### config.mk
export PLATFORM = sky130hd
export DESIGN_NAME = vx_dispatch_lane_splitter
export DESIGN_NICKNAME = d
export VERILOG_FILES = /design/src/rtl/vx_dispatch_lane_splitter.sv
export SDC_FILE = /design/constraint.sdc
export NUM_CORES = 1
export LEC_CHECK = 0
export CORE_AREA = 2 2 329 331
export DETAILED_ROUTE_END_ITERATION = 6
export DIE_AREA = 0 0 331 333
export MAX_ROUTING_LAYER = met4
export PLACE_DENSITY = 0.41
export SYNTH_ARGS = -nofsm -noshare
export SYNTH_HDL_FRONTEND = slang
export SYNTH_SLANG_ARGS = --single-unit
### constraint.sdc
create_clock -name clk -period 74 [get_ports clk]
set_input_delay 18.5 -clock clk [delete_from_list [all_inputs] [get_ports clk]]
set_output_delay 18.5 -clock clk [all_outputs]
set_load 0.005 [all_outputs]
### src/rtl/vx_dispatch_lane_splitter.sv
// Splits one dispatch packet into NUM_THREADS/NUM_LANES lane-group sub-packets.
// Define VX_LANE_SKIP_EN to skip lane groups whose thread-mask slice is empty.
module vx_dispatch_lane_splitter #(
    parameter int unsigned NUM_THREADS = 4,
    parameter int unsigned NUM_LANES   = 2,
    parameter int unsigned XLEN        = 32,
    parameter int unsigned HDR_W       = 128,
    localparam int         NUM_PKTS    = int'(NUM_THREADS / NUM_LANES),
    localparam int         PID_W       = (NUM_PKTS > 1) ? $clog2(NUM_PKTS) : 1
) (
    input  logic                          clk,
    input  logic                          reset,
    input  logic                          in_valid,
    input  logic [NUM_THREADS-1:0]        in_tmask,
    input  logic [HDR_W-1:0]              in_hdr,
    input  logic [NUM_THREADS*XLEN-1:0]   in_rs1_data,
    input  logic [NUM_THREADS*XLEN-1:0]   in_rs2_data,
    input  logic [NUM_THREADS*XLEN-1:0]   in_rs3_data,
    output logic                          in_ready,
    output logic                          out_valid,
    output logic [NUM_LANES-1:0]          out_tmask,
    output logic [HDR_W-1:0]              out_hdr,
    output logic [PID_W-1:0]              out_pid,
    output logic                          out_sop,
    output logic                          out_eop,
    output logic [NUM_LANES*XLEN-1:0]     out_rs1_data,
    output logic [NUM_LANES*XLEN-1:0]     out_rs2_data,
    output logic [NUM_LANES*XLEN-1:0]     out_rs3_data,
    input  logic                          out_ready
);

    typedef enum logic {StIdle, StSend} state_e;

    state_e                      state_q, state_d;
    logic [PID_W-1:0]            pid_q, pid_d;
    logic                        sop_q, sop_d;
    logic                        eop_q, eop_d;
    logic [NUM_THREADS-1:0]      tmask_q;
    logic [HDR_W-1:0]            hdr_q;
    logic [NUM_THREADS*XLEN-1:0] rs1_q, rs2_q, rs3_q;

    logic             accept;
    logic [PID_W-1:0] first_in, nxt;
    logic             first_last_in, nxt_last;

`ifdef VX_LANE_SKIP_EN
    // Priority-encode the lowest non-empty group (first) and the next one above pid_q.
    always_comb begin
        first_in      = '0;
        nxt           = pid_q;
        first_last_in = 1'b1;
        nxt_last      = 1'b1;
        for (int g = NUM_PKTS - 1; g >= 0; g--) begin
            if (|in_tmask[g*NUM_LANES +: NUM_LANES]) first_in = PID_W'(g);
            if (g > int'(pid_q) && |tmask_q[g*NUM_LANES +: NUM_LANES]) nxt = PID_W'(g);
        end
        for (int g = 0; g < NUM_PKTS; g++) begin
            if (g > int'(first_in) && |in_tmask[g*NUM_LANES +: NUM_LANES]) first_last_in = 1'b0;
            if (g > int'(nxt) && |tmask_q[g*NUM_LANES +: NUM_LANES]) nxt_last = 1'b0;
        end
    end
`else
    always_comb begin
        first_in      = '0;
        first_last_in = (NUM_PKTS == 1);
        nxt           = pid_q + PID_W'(1);
        nxt_last      = (int'(pid_q) + 1 == NUM_PKTS - 1);
    end
`endif

    assign in_ready = !reset && (state_q == StIdle || (out_ready && eop_q));
    assign accept   = in_valid && in_ready;

    always_comb begin
        state_d = state_q;
        pid_d   = pid_q;
        sop_d   = sop_q;
        eop_d   = eop_q;
        if (state_q == StSend && out_ready) begin
            if (eop_q) begin
                state_d = StIdle;
                pid_d   = '0;
                sop_d   = 1'b0;
                eop_d   = 1'b0;
            end else begin
                pid_d = nxt;
                sop_d = 1'b0;
                eop_d = nxt_last;
            end
        end
        // A new packet overrides the finish path so back-to-back packets have no bubble.
        if (accept) begin
            state_d = StSend;
            pid_d   = first_in;
            sop_d   = 1'b1;
            eop_d   = first_last_in;
        end
    end

    always_ff @(posedge clk) begin
        if (reset) begin
            state_q <= StIdle;
            pid_q   <= '0;
            sop_q   <= 1'b0;
            eop_q   <= 1'b0;
        end else begin
            state_q <= state_d;
            pid_q   <= pid_d;
            sop_q   <= sop_d;
            eop_q   <= eop_d;
        end
    end

    always_ff @(posedge clk) begin
        if (accept) begin
            tmask_q <= in_tmask;
            hdr_q   <= in_hdr;
            rs1_q   <= in_rs1_data;
            rs2_q   <= in_rs2_data;
            rs3_q   <= in_rs3_data;
        end
    end

    assign out_valid    = (state_q == StSend);
    assign out_pid      = pid_q;
    assign out_sop      = sop_q;
    assign out_eop      = eop_q;
    assign out_hdr      = hdr_q;
    assign out_tmask    = tmask_q[int'(pid_q)*NUM_LANES +: NUM_LANES];
    assign out_rs1_data = rs1_q[int'(pid_q)*NUM_LANES*XLEN +: NUM_LANES*XLEN];
    assign out_rs2_data = rs2_q[int'(pid_q)*NUM_LANES*XLEN +: NUM_LANES*XLEN];
    assign out_rs3_data = rs3_q[int'(pid_q)*NUM_LANES*XLEN +: NUM_LANES*XLEN];

endmodule

---- Word-level counts from Yosys, hierarchy flattened ----
Index checks and enable logic that the tools add are counted.
storage, ports and cells
  register bits after elaboration ......... 520
  input bits .............................. 520
  output and inout bits ................... 327
  word-level logic and storage cells ...... 34
operators by class
  $add $sub $neg .......................... 2
  equality and inequality tests ........... 1
  shifts and indexed selects .............. 4
  muxes and demuxes ....................... 7
  bitwise gates (word level) .............. 1
  reductions and logical operators ........ 10
operators by type and width
  kind                                           count
  indexed part select 128 x 8 -> 64 bit          3
  two-way mux 1 bit                              7
  logical AND 1 bit                              4
  nonzero test 2 bit                             2
  indexed part select 4 x 3 -> 2 bit             1
  adder 1 x 1 -> 2 bit, second input constant    1
  == test 2 x 1 -> 1 bit, second input constant  1
  AND reduction 2 bit                            1
  OR reduction 2 bit                             1
  adder 1 bit, second input constant             1
  zero test 1 bit                                1
  logical OR 1 bit                               1
  inverter 1 bit                                 1

---- Logic depth before layout (Yosys ltp) ----
  depth in word-level cells ............... 6
  gate-level depth with buffers ........... 4

---- Worst setup path after synthesis ----
No wires, ideal clock.
  path kind ............................... in2reg
  from .................................... in reset
  to ...................................... reg hdr_q[0], in the netlist out_hdr[0], enable pin
  arrival time ............................ 53823 ps
  data required time ...................... 71964 ps
  path slack .............................. 18140 ps
  stages .................................. 1
  path through ............................ nor3_1
between the ends
  longest elaborated chain between the ends .. 3
RTL lines
  element               line  RTL
  from (decl)           12    input logic reset,
  zero test 1 bit       71    assign in_ready = !reset && (state_q == StIdle || (out_ready && eop_q));
  logical AND 1 bit     71
  logical AND 1 bit     72    assign accept = in_valid && in_ready;
  to (signal assigned)  117   hdr_q <= in_hdr;
  to (decl)             39    logic [HDR_W-1:0] hdr_q;
Every way passes these cells.
A chain may end at the register's enable or synchronous reset.

---- Worst setup path after layout ----
  from .................................... in out_ready
  to ...................................... out in_ready
between the ends
  longest elaborated chain between the ends .. 3
RTL lines
  element            line  RTL
  from (decl)        29    input logic out_ready
  logical AND 1 bit  71
  logical OR 1 bit   71
  logical AND 1 bit  71
  to (decl)          19    output logic in_ready,
Every way passes these cells.

==> results.json <==
{
  "worst-path-max-fanout": 4,
  "worstMarginPinSlew_ns": 1.10,
  "cp-start-kind": "input pin",
  "slew_violations": 0,
  "core.rowCount": 120,
  "avgRoutedWirePerCell_um": 20.4,
  "cts_resized": 0,
  "final_cell_mix": "846 x clkdlybuf4s50_1, 516 x edfxtp_1, 140 x mux2_4",
  "syn_inst": 748,
  "clk_path_buf_depth": 3,
  "ys_types": 18,
  "hold_class": "flip-flop to flip-flop",
  "hold_viol": 0,
  "dr.pass1.iters": 4,
  "rsz0062_at_grt": "false",
  "power_density_mw_per_mm2": 23.6,
  "grtUsageMet1_pct": 10.9,
  "ys_warn_count": 0,
  "die_h_um": 333,
  "portBuffers": 846,
  "period_needed_ns": 38.51,
  "dieArea_mm2": 0.110,
  "internal_power_uw": 574,
  "synth_seq_area_share_pct": 83.8,
  "seq_power_share_pct": 47.1,
  "finalSetupTns_ns": 0,
  "grt.overflow.total": 0,
  "coreArea_mm2": 0.107,
  "drv_cap": 0,
  "grt_use_met3_pct": 5.50,
  "post-route-drc-count": 0,
  "postRouteAntennaNets": 0,
  "ys_ff_latch": 519,
  "final_nets": 2166,
  "synth_area_leader_cell": "edfxtp_1",
  "syn_to_final_growth_pct": 65.8,
  "met2_usage_pct": 20.1,
  "vias_per_cell": 3.42,
  "hold_ws_ns": 0.499,
  "grt_max_degree": 158,
  "required_ns": 55.50,
  "final_core_utilization_pct": 28.9,
  "antenna_found_initial": 15,
  "layout_commonest_cell": "clkdlybuf4s50_1",
  "ioPinCount": 847,
  "grt_first_pass_wirelength_um": 84900,
  "netlist_area_mm2": 0.0186,
  "leakagePower_uw": 0.0104,
  "cts_tree": "yes",
  "hold_buffers": 0,
  "p_switching_uw": 152,
  "min_period_over_period_pct": 52.0,
  "cts_max_level": 3,
  "power_uw": 726,
  "slew_headroom_pct": 26.9,
  "cts_setup_buffers": 0,
  "pwr-share-comb_pct": 10.1,
  "grt_pass1_vias": 11700,
  "worstSetupPathType": "input pin to output pin",
  "critPathCaptureType": "output pin",
  "clk_latency_ns": 0.62,
  "status": "finished, final reports clean",
  "die_w_um": 331,
  "drt-initial-drc-count": 569,
  "numCtsBuffers": 66,
  "final.setup_skew_ns": 0.0298,
  "initial_core_util_pct": 17.4,
  "syn-num-nets": 1268,
  "clock-sinks": 519,
  "clockRootBuffer": "clkbuf_16",
  "finalWirelength_um": 63500,
  "clkTransAtPathRegs_ns": 0.05,
  "vias": 10600,
  "max-vdd-ir-drop_mv": 0.0166,
  "setup_viol": 0,
  "gp_congestion": 0.776,
  "ys_top_cells_by_area": "edfxtp_1 83%, mux2_4 11%, mux2_2 3.3%, buf_6 1.0%, dfxtp_1 0.32%",
  "power_frac_clock_pct": 42.8,
  "grt_usage_pct": 11.3,
  "hpwl_um": 48500,
  "swShare_pct": 21.0,
  "crit_arrival_ns": 20.01,
  "layout-drive-gt1-share_pct": 17.3,
  "top_usage_layer": "met2",
  "avgSynthCellArea_um2": 24.8,
  "max_freq_ghz": 0.0260,
  "synth_top_area_share_pct": 83.4
}
cells by family after synthesis:
group	Yosys count	share of synthesized area, %
buffers and inverters	24	1.23
DFF	519	83.8
and+or+nand+nor	7	0.243
muxes	194	14.6
AOI/OAI and AO/OA	4	0.182
metrics by stage:
stage	worst slack (ns)	area, µm²	instances
floorplan	18.14	18600	748
global placement	35.42	28700	2981
detailed placement	35.45	28700	2981
CTS	35.44	30800	3095
global route	35.37	30800	3107
finish	35.49	30800	3108
state kept, by name (all words and copies together), names as in the netlist:
name and count:
tmask_q 4, rs2_q 128, rs3_q 128, rs1_q 128, out_hdr 128, out_sop 1
out_valid 1, out_pid 1
per-layer routing:
metal / share of wire [%] / up-vias / wire (µm)
met5: 0 / - / 0
met4: 1.9 / 0 / 1200
met3: 12 / 78 / 7380
met2: 52 / 540 / 33200
met1: 34 / 5191 / 21700
li1: - / 4830 / -
Yosys cell counts (all sizes together):
cell type / count
nor3: 1
nor2b: 1
edfxtp: 516
nor2: 1
a21boi: 1
nand4bb: 1
mux2: 194
o32ai: 1
dfxtp: 3
and2: 1
o31ai: 1
buf: 23
inv: 1
nand2b: 2
o21ba: 1
power groups by stage:
| stage | sequential (µW) | clock (µW) | combinational (µW) |
|---|---|---|---|
| 2_1_floorplan | 363 | 0 | 19.9 |
| 3_3_place_gp | 348 | 0 | 74.5 |
| 3_5_place_dp | 348 | 0 | 75.1 |
| 4_1_cts | 342 | 325 | 75.4 |
| 5_1_grt | 343 | 335 | 78.0 |
| 6_report | 342 | 311 | 73.4 |
worst max-delay path, cell delays in order:
cell and delay, ns:
clkdlybuf4s50_1 0.50, a21boi_1 0.13, nor2_1 0.24, clkdlybuf4s50_1 0.64
final timing paths:
| kind | startpoint | end | slack (ns) | cells past startpoint |
|---|---|---|---|---|
| worst max-delay path | out_ready | in_ready | 35.49 | 4 |
| worst max register to register | out_pid | rs1_q[109] | 68.98 | 6 |
| worst min register to register | out_sop | out_sop | 0.50 | 2 |
| worst min-delay path | out_sop | out_sop | 0.50 | 2 |
cell type report:
cell class / instances / area, µm²
Sequential cell: 519 / 15600
Fill cell: 10700 / 75800
Clock inverter: 37 / 367
Antenna cell: 13 / 32.5
Multi-Input combinational cell: 205 / 2790
Tap cell: 1403 / 1760
Clock buffer: 77 / 1710
Timing Repair Buffer: 853 / 8560
Inverter: 1 / 3.75
No activity file was read; power rests on OpenSTA's default activity.
